### src/rtl/vc_dest_arbiter.sv
`default_nettype none
// ============================================================================
//  Module   : vc_dest_arbiter
//  Brief    : Drains the VC0/VC1 input FIFOs with strict VC0 priority through
//             a two-stage pipeline and routes each word to D0 or D1 by a
//             destination bit, with almost-full backpressure and counters.
//  Revision : 1.0  initial release
// ============================================================================
module vc_dest_arbiter #(
    parameter int DATA_WIDTH = 6,
    parameter int DEST_BIT   = 4
) (
    input  logic                  clk,
    input  logic                  reset,
    input  logic [DATA_WIDTH-1:0] data_in_VC0,
    input  logic [DATA_WIDTH-1:0] data_in_VC1,
    input  logic                  empty_VC0,
    input  logic                  empty_VC1,
    input  logic                  almost_full_D0,
    input  logic                  almost_full_D1,
    output logic                  pop_VC0,
    output logic                  pop_VC1,
    output logic                  push_D0,
    output logic                  push_D1,
    output logic [DATA_WIDTH-1:0] data_out_D0,
    output logic [DATA_WIDTH-1:0] data_out_D1,
    output logic [7:0]            cnt_D0,
    output logic [7:0]            cnt_D1,
    output logic                  idle
);

    localparam logic [7:0] C_CNT_ONE = 8'd1;

    logic                  w_stall;
    logic                  w_pop_vc0;
    logic                  w_pop_vc1;
    logic [DATA_WIDTH-1:0] w_word;
    logic                  w_dest;
    logic                  w_load_d0;
    logic                  w_load_d1;

    logic                  r_s1_vld;
    logic                  r_s1_src;
    logic                  r_push_d0;
    logic                  r_push_d1;
    logic [DATA_WIDTH-1:0] r_data_d0;
    logic [DATA_WIDTH-1:0] r_data_d1;
    logic [7:0]            r_cnt_d0;
    logic [7:0]            r_cnt_d1;

    // The destination is unknown until the word is read, so either flag blocks all pops.
    assign w_stall   = almost_full_D0 | almost_full_D1;
    assign w_pop_vc0 = reset & ~empty_VC0 & ~w_stall;
    assign w_pop_vc1 = reset & empty_VC0 & ~empty_VC1 & ~w_stall;

    assign w_word    = r_s1_src ? data_in_VC1 : data_in_VC0;
    assign w_dest    = w_word[DEST_BIT];
    assign w_load_d0 = r_s1_vld & ~w_dest;
    assign w_load_d1 = r_s1_vld &  w_dest;

    // Stage 1: remember that a pop was issued and from which VC.
    always_ff @(posedge clk or negedge reset) begin
        if (!reset) begin
            r_s1_vld <= 1'b0;
            r_s1_src <= 1'b0;
        end else begin
            r_s1_vld <= w_pop_vc0 | w_pop_vc1;
            r_s1_src <= w_pop_vc1;
        end
    end

    // Stage 2: capture the read data and steer it to one destination.
    always_ff @(posedge clk or negedge reset) begin
        if (!reset) begin
            r_push_d0 <= 1'b0;
            r_push_d1 <= 1'b0;
            r_data_d0 <= '0;
            r_data_d1 <= '0;
        end else begin
            r_push_d0 <= w_load_d0;
            r_push_d1 <= w_load_d1;
            if (w_load_d0) begin
                r_data_d0 <= w_word;
            end
            if (w_load_d1) begin
                r_data_d1 <= w_word;
            end
        end
    end

    always_ff @(posedge clk or negedge reset) begin
        if (!reset) begin
            r_cnt_d0 <= 8'd0;
            r_cnt_d1 <= 8'd0;
        end else begin
            if (r_push_d0) begin
                r_cnt_d0 <= r_cnt_d0 + C_CNT_ONE;
            end
            if (r_push_d1) begin
                r_cnt_d1 <= r_cnt_d1 + C_CNT_ONE;
            end
        end
    end

    assign pop_VC0     = w_pop_vc0;
    assign pop_VC1     = w_pop_vc1;
    assign push_D0     = r_push_d0;
    assign push_D1     = r_push_d1;
    assign data_out_D0 = r_data_d0;
    assign data_out_D1 = r_data_d1;
    assign cnt_D0      = r_cnt_d0;
    assign cnt_D1      = r_cnt_d1;
    assign idle        = empty_VC0 & empty_VC1 & ~r_s1_vld & ~r_push_d0 & ~r_push_d1;

endmodule
`default_nettype wire
### config.mk
export PLATFORM = sky130hd
export DESIGN_NAME = vc_dest_arbiter
export DESIGN_NICKNAME = d
export VERILOG_FILES = /design/src/rtl/vc_dest_arbiter.sv
export SDC_FILE = /design/constraint.sdc
export NUM_CORES = 1
export LEC_CHECK = 0
export ABC_AREA = 1
export BUFFER_PORTS_ARGS = -buffer_cell sky130_fd_sc_hd__buf_2
export CAP_MARGIN = 20
export CORE_ASPECT_RATIO = 0.75
export CORE_MARGIN = 10
export CORE_UTILIZATION = 49
export DETAILED_ROUTE_END_ITERATION = 10
export PLACE_DENSITY = 0.85
export SLEW_MARGIN = 20
export SYNTH_ARGS = -nofsm -noshare
export SYNTH_HDL_FRONTEND = slang
export SYNTH_SLANG_ARGS = --single-unit
### constraint.sdc
create_clock -name clk -period 1.3 [get_ports clk]
set_input_delay 0.13 -clock clk [delete_from_list [all_inputs] [get_ports clk]]
set_output_delay 0.13 -clock clk [all_outputs]
set_load 0.02 [all_outputs]
==> results of run 1 <==
## where the power goes
group	switching, mW	total [mW]	internal, mW
clock network	0.375	1.05	0.676
logic	0.444	0.708	0.265
registers	0.161	1.33	1.17
total	0.980	3.09	2.11
## cells in the final DEF, fill, tap and decap left out, drive strengths merged
master	netlist	layout
nand2	67	67
buf	2	53
dfrtp	32	32
inv	22	22
nor2	10	10
nand3	9	9
clkbuf	0	7
xor2	6	6
o21ai	6	6
nand3b	4	4
xnor2	2	2
mux2	2	2
ha	2	2
nor3b	1	1
a21oi	1	1
nor3	1	1
bufinv	0	1
dlygate4sd3	0	1
## final cells by class
cell class                      instances  share of cell area
Clock buffer                            7              0.0506
Clock inverter                          1              0.0158
Inverter                               22              0.0434
Multi-Input combinational cell        111               0.296
Sequential cell                        32               0.421
Tap cell                               36              0.0237
Timing Repair Buffer                   54               0.150
## registers in the layout (all words and copies together) (netlist names)
signal	cells
data_out_D1	6
cnt_D1	8
cnt_D0	8
push_D0	1
data_out_D0	6
r_s1_vld	1
push_D1	1
r_s1_src	1
## how the worst max path moves through the flow
| stage | startpoint | end | slack (ns) | depth (start not counted) |
|---|---|---|---|---|
| floorplan | r_s1_vld | idle | 0.03 | 4 |
| global placement | cnt_D0[0] | cnt_D0[6] | 0.19 | 6 |
| detailed placement | cnt_D1[0] | cnt_D1[6] | 0.12 | 6 |
| CTS | r_s1_vld | idle | 0.007 | 4 |
| global route | r_s1_vld | idle | -0.05 | 4 |
| finish | r_s1_vld | idle | 0.03 | 4 |
## metrics by stage
step                hold slack, ns  std cells
floorplan                   -0.166        167
global placement             0.185        254
detailed placement           0.190        254
CTS                         0.0477        263
global route                0.0493        263
finish                      0.0562        263
## critical path, cell delays in order (launching register included)
cell and delay [ns]:
dfrtp_1 0.39, inv_2 0.09, nand3_2 0.08, nor3_2 0.13
buf_4 0.17
## metal layers
| metal | vias up | global-route usage | wire length (um) |
|---|---|---|---|
| li1 | 626 | - | - |
| met1 | 570 | 0.142 | 1420 |
| met2 | 45 | 0.213 | 1600 |
| met3 | 7 | 0.0737 | 357 |
| met4 | 0 | 0.0438 | 44 |
| met5 | - | 0 | 0 |
## cells by family (layout without fill, tap and decap cells)
group,after synthesis,count (layout),share of synthesized area
AO/OA/AOI/OAI,7,7,0.0268
multiplexers,2,2,0.0155
flip-flops,32,32,0.553
buffers and inverters,24,84,0.0656
adder cells (fa/ha/maj),2,2,0.0173
AND/OR/NAND/NOR,92,92,0.274
XOR/XNOR,8,8,0.0484
## what timing repair did
| item | 4_1_cts | 5_1_grt |
|---|---|---|
| endpoints found under the hold margin | 32 | 0 |
| hold buffers | 1 | 0 |
| setup endpoints to repair | 1 | 1 |
| gates resized for setup | 4 | 0 |
| buffers inserted | 0 | 0 |
==> flow_summary.yaml, run 1 <==
global_route:
  antenna_found_initial: 0
  grt_pass1_vias: 1273
  grt_pass1_wl_um: 5510
  grt_max_degree: 33
  grt_usage: 0.131
  overflow: 0
worst_setup_path:
  r2r-start: "cnt_D1[0]"
  r2r_setup_slack_ns: 0.13
  arrival_ns: 1.14
  cp-start-kind: "register"
  required_ns: 1.17
  criticalPathCategory: "register to output port"
  r2r_end: "cnt_D1[6]"
  timing.reg2reg.worst_path_depth: 6
  worstSetupEndpointType: "output port"
  worst-path-max-fanout: 2
clock_tree:
  clockBufferDepth: 2
  path_clk_slew_ns: 0.06
  cts_num_sinks: 32
  clock_latency_ns: 0.29
  root_buffer: "clkbuf_8"
  htreeDepth: 2
  cts_inserted_buffers: 5
  cts_tree: "yes"
synth:
  synth_top_area_frac: 0.553
  ys_seq_area_frac: 0.553
  synth-edff-count: 0
  synth_area_mm2: 0.00145
  ys_top_cells_by_area: "dfrtp_1 (55%), nand2_1 (17%), inv_1 (5.7%), xor2_1 (3.6%), nand3_1 (3.1%)"
  synth-seq-cells: 32
  ys_warn_count: 0
  avgSynthCellArea_um2: 8.68
  synth_top_area_cell: "dfrtp_1"
  async_reset_ff_frac: 1.00
  synth_flop_cell: "dfrtp_1"
  syn_nets: 187
  synth.most_common_cell: "nand2_1"
  ys_types: 20
  netlist_instances: 167
  synth_common_cells: "nand2_1 (66), dfrtp_1 (32), inv_1 (22), nand3_1 (9), nor2_1 (7)"
sta:
  max_slew.worst_pin.slew_ns: 0.406
  fin_crit_ns: 1.27
  clock.fmax_ghz: 0.786
  clock_skew_ns: 0.00693
  setup_ws_ns: 0.0280
  rsz0062_at_grt: "true"
  setup_viol: 0
  post-route-period-util: 0.978
  tns_ns: 0
  maxSlewViolCount: 0
  hold_viol_final: 0
  max-slew-margin-rel: 0.730
layout:
  seq_area_um2: 801
  drive_gt1_frac: 0.313
  area_growth_pct: 31.3
  nets: 246
  antenna_cells: 0
  multi_input_area_um2: 563
  fillers: 232
  utilization: 0.699
  fin_area_mm2: 0.00190
job:
  maxCapViolCount: 0
floorplanning:
  die_x_um: 82.8
  core_mm2: 0.00272
  die-area_mm2: 0.00555
  ios: 51
  die_y_um: 67.1
  initial_utilization: 0.532
  fp-row-count: 16
worst_hold_path:
  min_path_type: "input port to register"
  worstHoldEndpoint: "r_s1_src"
  min_from: "empty_VC1"
  whs_path_depth: 2
outcome:
  status: "finished clean"
detailed_routing:
  drt_wl_total_um: 3420
  drtPass1Iterations: 6
  vias: 1248
  ant_nets: 0
  drtIter0Drc: 58
  wl_per_cell_um: 13.0
  drc_errors: 0
  avgViaCountPerCell: 4.75
placed_design:
  portBuffers: 50
  place.gp.congestion: 0.835
  dp_slack_ns: 0.122
  hpwl_um: 2650
  place_area_mm2: 0.00175
pwr:
  powerDensity_mw_per_mm2: 1620
  leakagePower_nw: 1.15
  p_total_mw: 3.09
  ir_worst_vdd_mv: 0.913
(Power assumes the default switching activity.)
==> run 2, diff against run 1 <==
==> constraint.sdc (replaced) <==
create_clock -name clk -period 1.3 [get_ports clk]
set_input_delay 0.065 -clock clk [delete_from_list [all_inputs] [get_ports clk]]
set_output_delay 0.065 -clock clk [all_outputs]
set_load 0.02 [all_outputs]
==> flow_summary.yaml, run 2 (synthesis results as in run 1) <==
pwr:
  powerDensity_mw_per_mm2: 1570
  leakagePower_nw: 1.14
  ir_worst_vdd_mv: 1.03
layout:
  nets: 248
  drive_gt1_frac: 0.301
  final_cell_mix: "nand2_1 (66), buf_2 (49), dfrtp_1 (32)"
  fillers: 244
  fin_area_mm2: 0.00190
  layout_commonest_cell: "nand2_1"
  area_growth_pct: 31.1
  antenna_cells: 0
  utilization: 0.698
detailed_routing:
  ant_nets: 0
  wl_per_cell_um: 12.9
  drt_wl_total_um: 3420
  vias: 1241
  drtPass1Iterations: 4
  avgViaCountPerCell: 4.68
  drc_errors: 0
  drtIter0Drc: 41
clock_tree:
  clock_latency_ns: 0.29
  cts_num_sinks: 32
  path_clk_slew_ns: 0.06
  cts_tree: "yes"
  cts_setup_buffers: 0
  clockBufferDepth: 2
  root_buffer: "clkbuf_8"
  cts_inserted_buffers: 5
  htreeDepth: 2
worst_setup_path:
  crit_path_max_incr_delay_ns: 0.39
  slowest_stage: "dfrtp_1"
  timing.reg2reg.worst_path_depth: 4
  path_delay_family: "flip-flops"
  criticalPathCategory: "register to output port"
  timing.critical_path.buf_inv: 2
  required_ns: 1.24
  worstSetupEndpointType: "output port"
  crit_end: "idle"
  crit_start: "r_s1_vld"
  arrival_ns: 1.16
  crit_path_cell_trace: "inv_2 > nand3_1 > nor3_1 > buf_4"
  r2r-start: "r_s1_src"
  r2r_end: "data_out_D1[2]"
  crit_cells: 4
  r2r_setup_slack_ns: 0.15
  worst-path-max-fanout: 2
  cp-start-kind: "register"
sta:
  setup_viol: 0
  clock.fmax_ghz: 0.819
  clock_skew_ns: 0.00717
  rsz0062_at_grt: "false"
  tns_ns: 0
  max_slew.worst_pin.slew_ns: 0.401
  maxSlewViolCount: 0
  post-route-period-util: 0.939
  holdWs_ns: 0.0880
  hold_viol_final: 0
  fin_crit_ns: 1.22
  max-slew-margin-rel: 0.732
global_route:
  grt_pass1_vias: 1269
  grt_usage: 0.131
  overflow: 0
  antenna_found_initial: 0
  grt_pass1_wl_um: 5540
  grt_max_degree: 33
floorplanning:
  die-area_mm2: 0.00555
  ios: 51
  core_mm2: 0.00272
  die_x_um: 82.8
  die_y_um: 67.1
  fp-row-count: 16
  initial_utilization: 0.532
placed_design:
  place_area_mm2: 0.00175
  hpwl_um: 2600
  portBuffers: 50
  place.gp.congestion: 0.847
job:
  maxCapViolCount: 0
worst_hold_path:
  min_path_type: "input port to register"
outcome:
  status: "finished clean"
==> run 2: changes by cell type in the layout (fill, tap and decap cells not counted) <==
cell	change
nor3_1	+1
nand3_1	+1
dlygate4sd3_1	+2
nor3b_1	-1
nor3b_2	+1
nor3_2	-1
clkinv_2	+1
clkbuf_8	-2
clkbuf_1	+1
nand3_2	-1
==> run 2: cell type report <==
cell class | count | area [um2] | area share
Sequential cell | 32 | 801 | 0.422
Multi-Input combinational cell | 111 | 558 | 0.294
Timing Repair Buffer | 56 | 305 | 0.161
Inverter | 22 | 82.6 | 0.0435
Clock buffer | 6 | 72.6 | 0.0382
Tap cell | 36 | 45.0 | 0.0237
Clock inverter | 2 | 35.0 | 0.0184
==> run 2: where the power goes <==
group | leakage [nW] | switching (mW) | internal [mW]
combinational | 0.669 | 0.445 | 0.270
clock | 0.0552 | 0.376 | 0.568
sequential | 0.417 | 0.160 | 1.17
==> run 2: worst min path at each step <==
stage	endpoint	slack, ns	start	cells after the start
floorplan	cnt_D0[0]	-0.23	reset	0
global placement	r_s1_src	0.12	reset	2
detailed placement	r_s1_vld	0.13	reset	2
CTS	r_s1_vld	0.06	almost_full_D1	3
global route	r_s1_vld	0.11	almost_full_D1	3
finish	r_s1_vld	0.09	almost_full_D1	3
==> run 2: layer usage <==
metal	part of all wire	GRT usage
met5	0	0
met4	0.017	0.0563
met3	0.11	0.0804
met2	0.46	0.207
met1	0.41	0.138
==> run 2: worst register-to-register path, stage by stage (launching register included) <==
cell	delay, ns
dfrtp_1	0.40
o21ai_2	0.37
nand2_4	0.12
nand2_1	0.09
nand2_1	0.06
==> run 2: timing repair <==
action                                  CTS  global route
hold buffers                              3             0
gates resized for setup                   0             3
hold endpoints to repair                 34             0
endpoints found under the setup margin    0             2
==> run 2: stage by stage <==
| stage | setup WS [ns] | instances | power (mW) |
|---|---|---|---|
| after CTS | 0.0229 | 265 | 3.03 |
| after global routing | 0.00888 | 265 | 3.16 |
| final | 0.0789 | 265 | 2.99 |
| after floorplan | 0.0999 | 167 | 1.75 |
| after global placement | 0.191 | 254 | 2.03 |
| after detailed placement | 0.146 | 254 | 2.07 |
==> run 3, diff against run 2 <==
--- a/config.mk
+++ b/config.mk
@@ -11,8 +11,10 @@
 export CORE_ASPECT_RATIO = 0.75
 export CORE_MARGIN = 10
 export CORE_UTILIZATION = 49
+export CTS_CLUSTER_DIAMETER = 200
 export DETAILED_ROUTE_END_ITERATION = 10
-export PLACE_DENSITY = 0.85
+export GPL_TIMING_DRIVEN = 0
+export PLACE_DENSITY = 0.79
 export SLEW_MARGIN = 20
 export SYNTH_ARGS = -nofsm -noshare
 export SYNTH_HDL_FRONTEND = slang
==> flow_summary.yaml, run 3 (synthesis results as in run 1) <==
outcome:
  status: "finished with violations"
  violations: "hold timing"
pwr:
  leakagePower_nw: 1.12
  powerDensity_mw_per_mm2: 1490
  ir_worst_vdd_mv: 0.776
sta:
  clock_skew_ns: 0.00300
  setup_viol: 0
  post-route-period-util: 0.997
  fin_crit_ns: 1.30
  max-slew-margin-rel: 0.725
  clock.fmax_ghz: 0.772
  maxSlewViolCount: 0
  setup_ws_ns: 0.00389
  holdWs_ns: -0.290
  tns_ns: 0
  hold_viol_final: 32
  max_slew.worst_pin.slew_ns: 0.412
  rsz0062_at_grt: "true"
job:
  maxCapViolCount: 0
worst_setup_path:
  required_ns: 1.24
  r2r_setup_slack_ns: 0.14
  worst-path-max-fanout: 4
  arrival_ns: 1.23
  cp-start-kind: "register"
  worstSetupEndpointType: "output port"
  timing.reg2reg.worst_path_depth: 4
  criticalPathCategory: "register to output port"
layout:
  final_cell_mix: "nand2_1 (66), buf_2 (48), dfrtp_1 (31)"
  layout_commonest_cell: "nand2_1"
  fillers: 234
  seq_area_um2: 802
  drive_gt1_frac: 0.308
  area_growth_pct: 29.6
  fin_area_mm2: 0.00188
  antenna_cells: 0
  nets: 246
  multi_input_area_um2: 568
worst_hold_path:
  min_path_type: "input port to asynchronous set/reset pin"
detailed_routing:
  vias: 1189
  drtPass1Iterations: 4
  avgViaCountPerCell: 4.52
  wl_per_cell_um: 12.2
  drtIter0Drc: 47
  drc_errors: 0
  ant_nets: 0
  drt_wl_total_um: 3200
floorplanning:
  fp-row-count: 16
  initial_utilization: 0.532
  die-area_mm2: 0.00555
  die_y_um: 67.1
  core_mm2: 0.00272
  ios: 51
  die_x_um: 82.8
global_route:
  overflow: 0
  grt_usage: 0.127
  grt_max_degree: 34
  grt_pass1_vias: 1113
  grt_pass1_wl_um: 5260
  antenna_found_initial: 0
clock_tree:
  clock_latency_ns: 0.28
  cts_inserted_buffers: 5
  root_buffer: "clkbuf_8"
  htreeDepth: 2
  clockBufferDepth: 2
  cts_num_sinks: 32
  path_clk_slew_ns: 0.06
  cts_tree: "yes"
  cts_hold_buf: 2
placed_design:
  dp_slack_ns: -0.132
  portBuffers: 50
  place.gp.congestion: 0.770
  hpwl_um: 2470
  place_area_mm2: 0.00174
## run 3: repair_timing
item	4_1_cts	5_1_grt
hold endpoints to repair	34	32
gates resized for setup	3	4
gates cloned	0	0
pin swaps	0	1
setup endpoints to repair	2	2
buffers inserted	0	1
## run 3: power breakdown
| part | internal (mW) | switching [mW] | leakage [nW] |
|---|---|---|---|
| Combinational | 0.265 | 0.438 | 0.662 |
| Clock | 0.431 | 0.342 | 0.0455 |
| Sequential | 1.17 | 0.157 | 0.416 |
| Total | 1.86 | 0.938 | 1.12 |
## run 3: final timing paths
check | start | endpoint
max | r_s1_vld | idle
min | reset | cnt_D0[4]
max reg2reg | r_s1_src | data_out_D1[0]
min reg2reg | data_out_D1[4] | data_out_D1[4]
max in group asynchronous | reset | r_s1_vld
min in group clk | almost_full_D1 | r_s1_vld
## run 3: layout make-up
class | count | share of cell area
Buffer | 1 | 0.00400
Clock buffer | 8 | 0.0480
Inverter | 22 | 0.0440
Multi-Input combinational cell | 111 | 0.302
Sequential cell | 32 | 0.427
Tap cell | 36 | 0.0240
Timing Repair Buffer | 53 | 0.151
## run 3: worst max-delay path: stages, from the launching register on
cell and delay [ns]:
dfrtp_2 0.44, inv_2 0.09, nand3_2 0.08, nor3_2 0.17, buf_4 0.16
## run 3: layer usage
layer | routed length [um] | GRT usage | share of wire | vias to the layer above
met5 | 0 | 0 | 0 | -
met4 | 80 | 0.0750 | 0.025 | 0
met3 | 361 | 0.0630 | 0.11 | 8
met2 | 1330 | 0.172 | 0.42 | 42
met1 | 1430 | 0.157 | 0.45 | 513
li1 | - | - | - | 626
## run 3: through the flow
stage / utilization / power (mW) / hold WS [ns] / instances
final: 0.690 / 2.80 / -0.290 / 263
after global routing: 0.690 / 3.00 / -0.271 / 263
after CTS: 0.685 / 2.84 / -0.281 / 263
after detailed placement: 0.641 / 2.05 / 0.161 / 253
after global placement: 0.641 / 2.03 / 0.159 / 253
after floorplan: - / 1.75 / -0.231 / 167
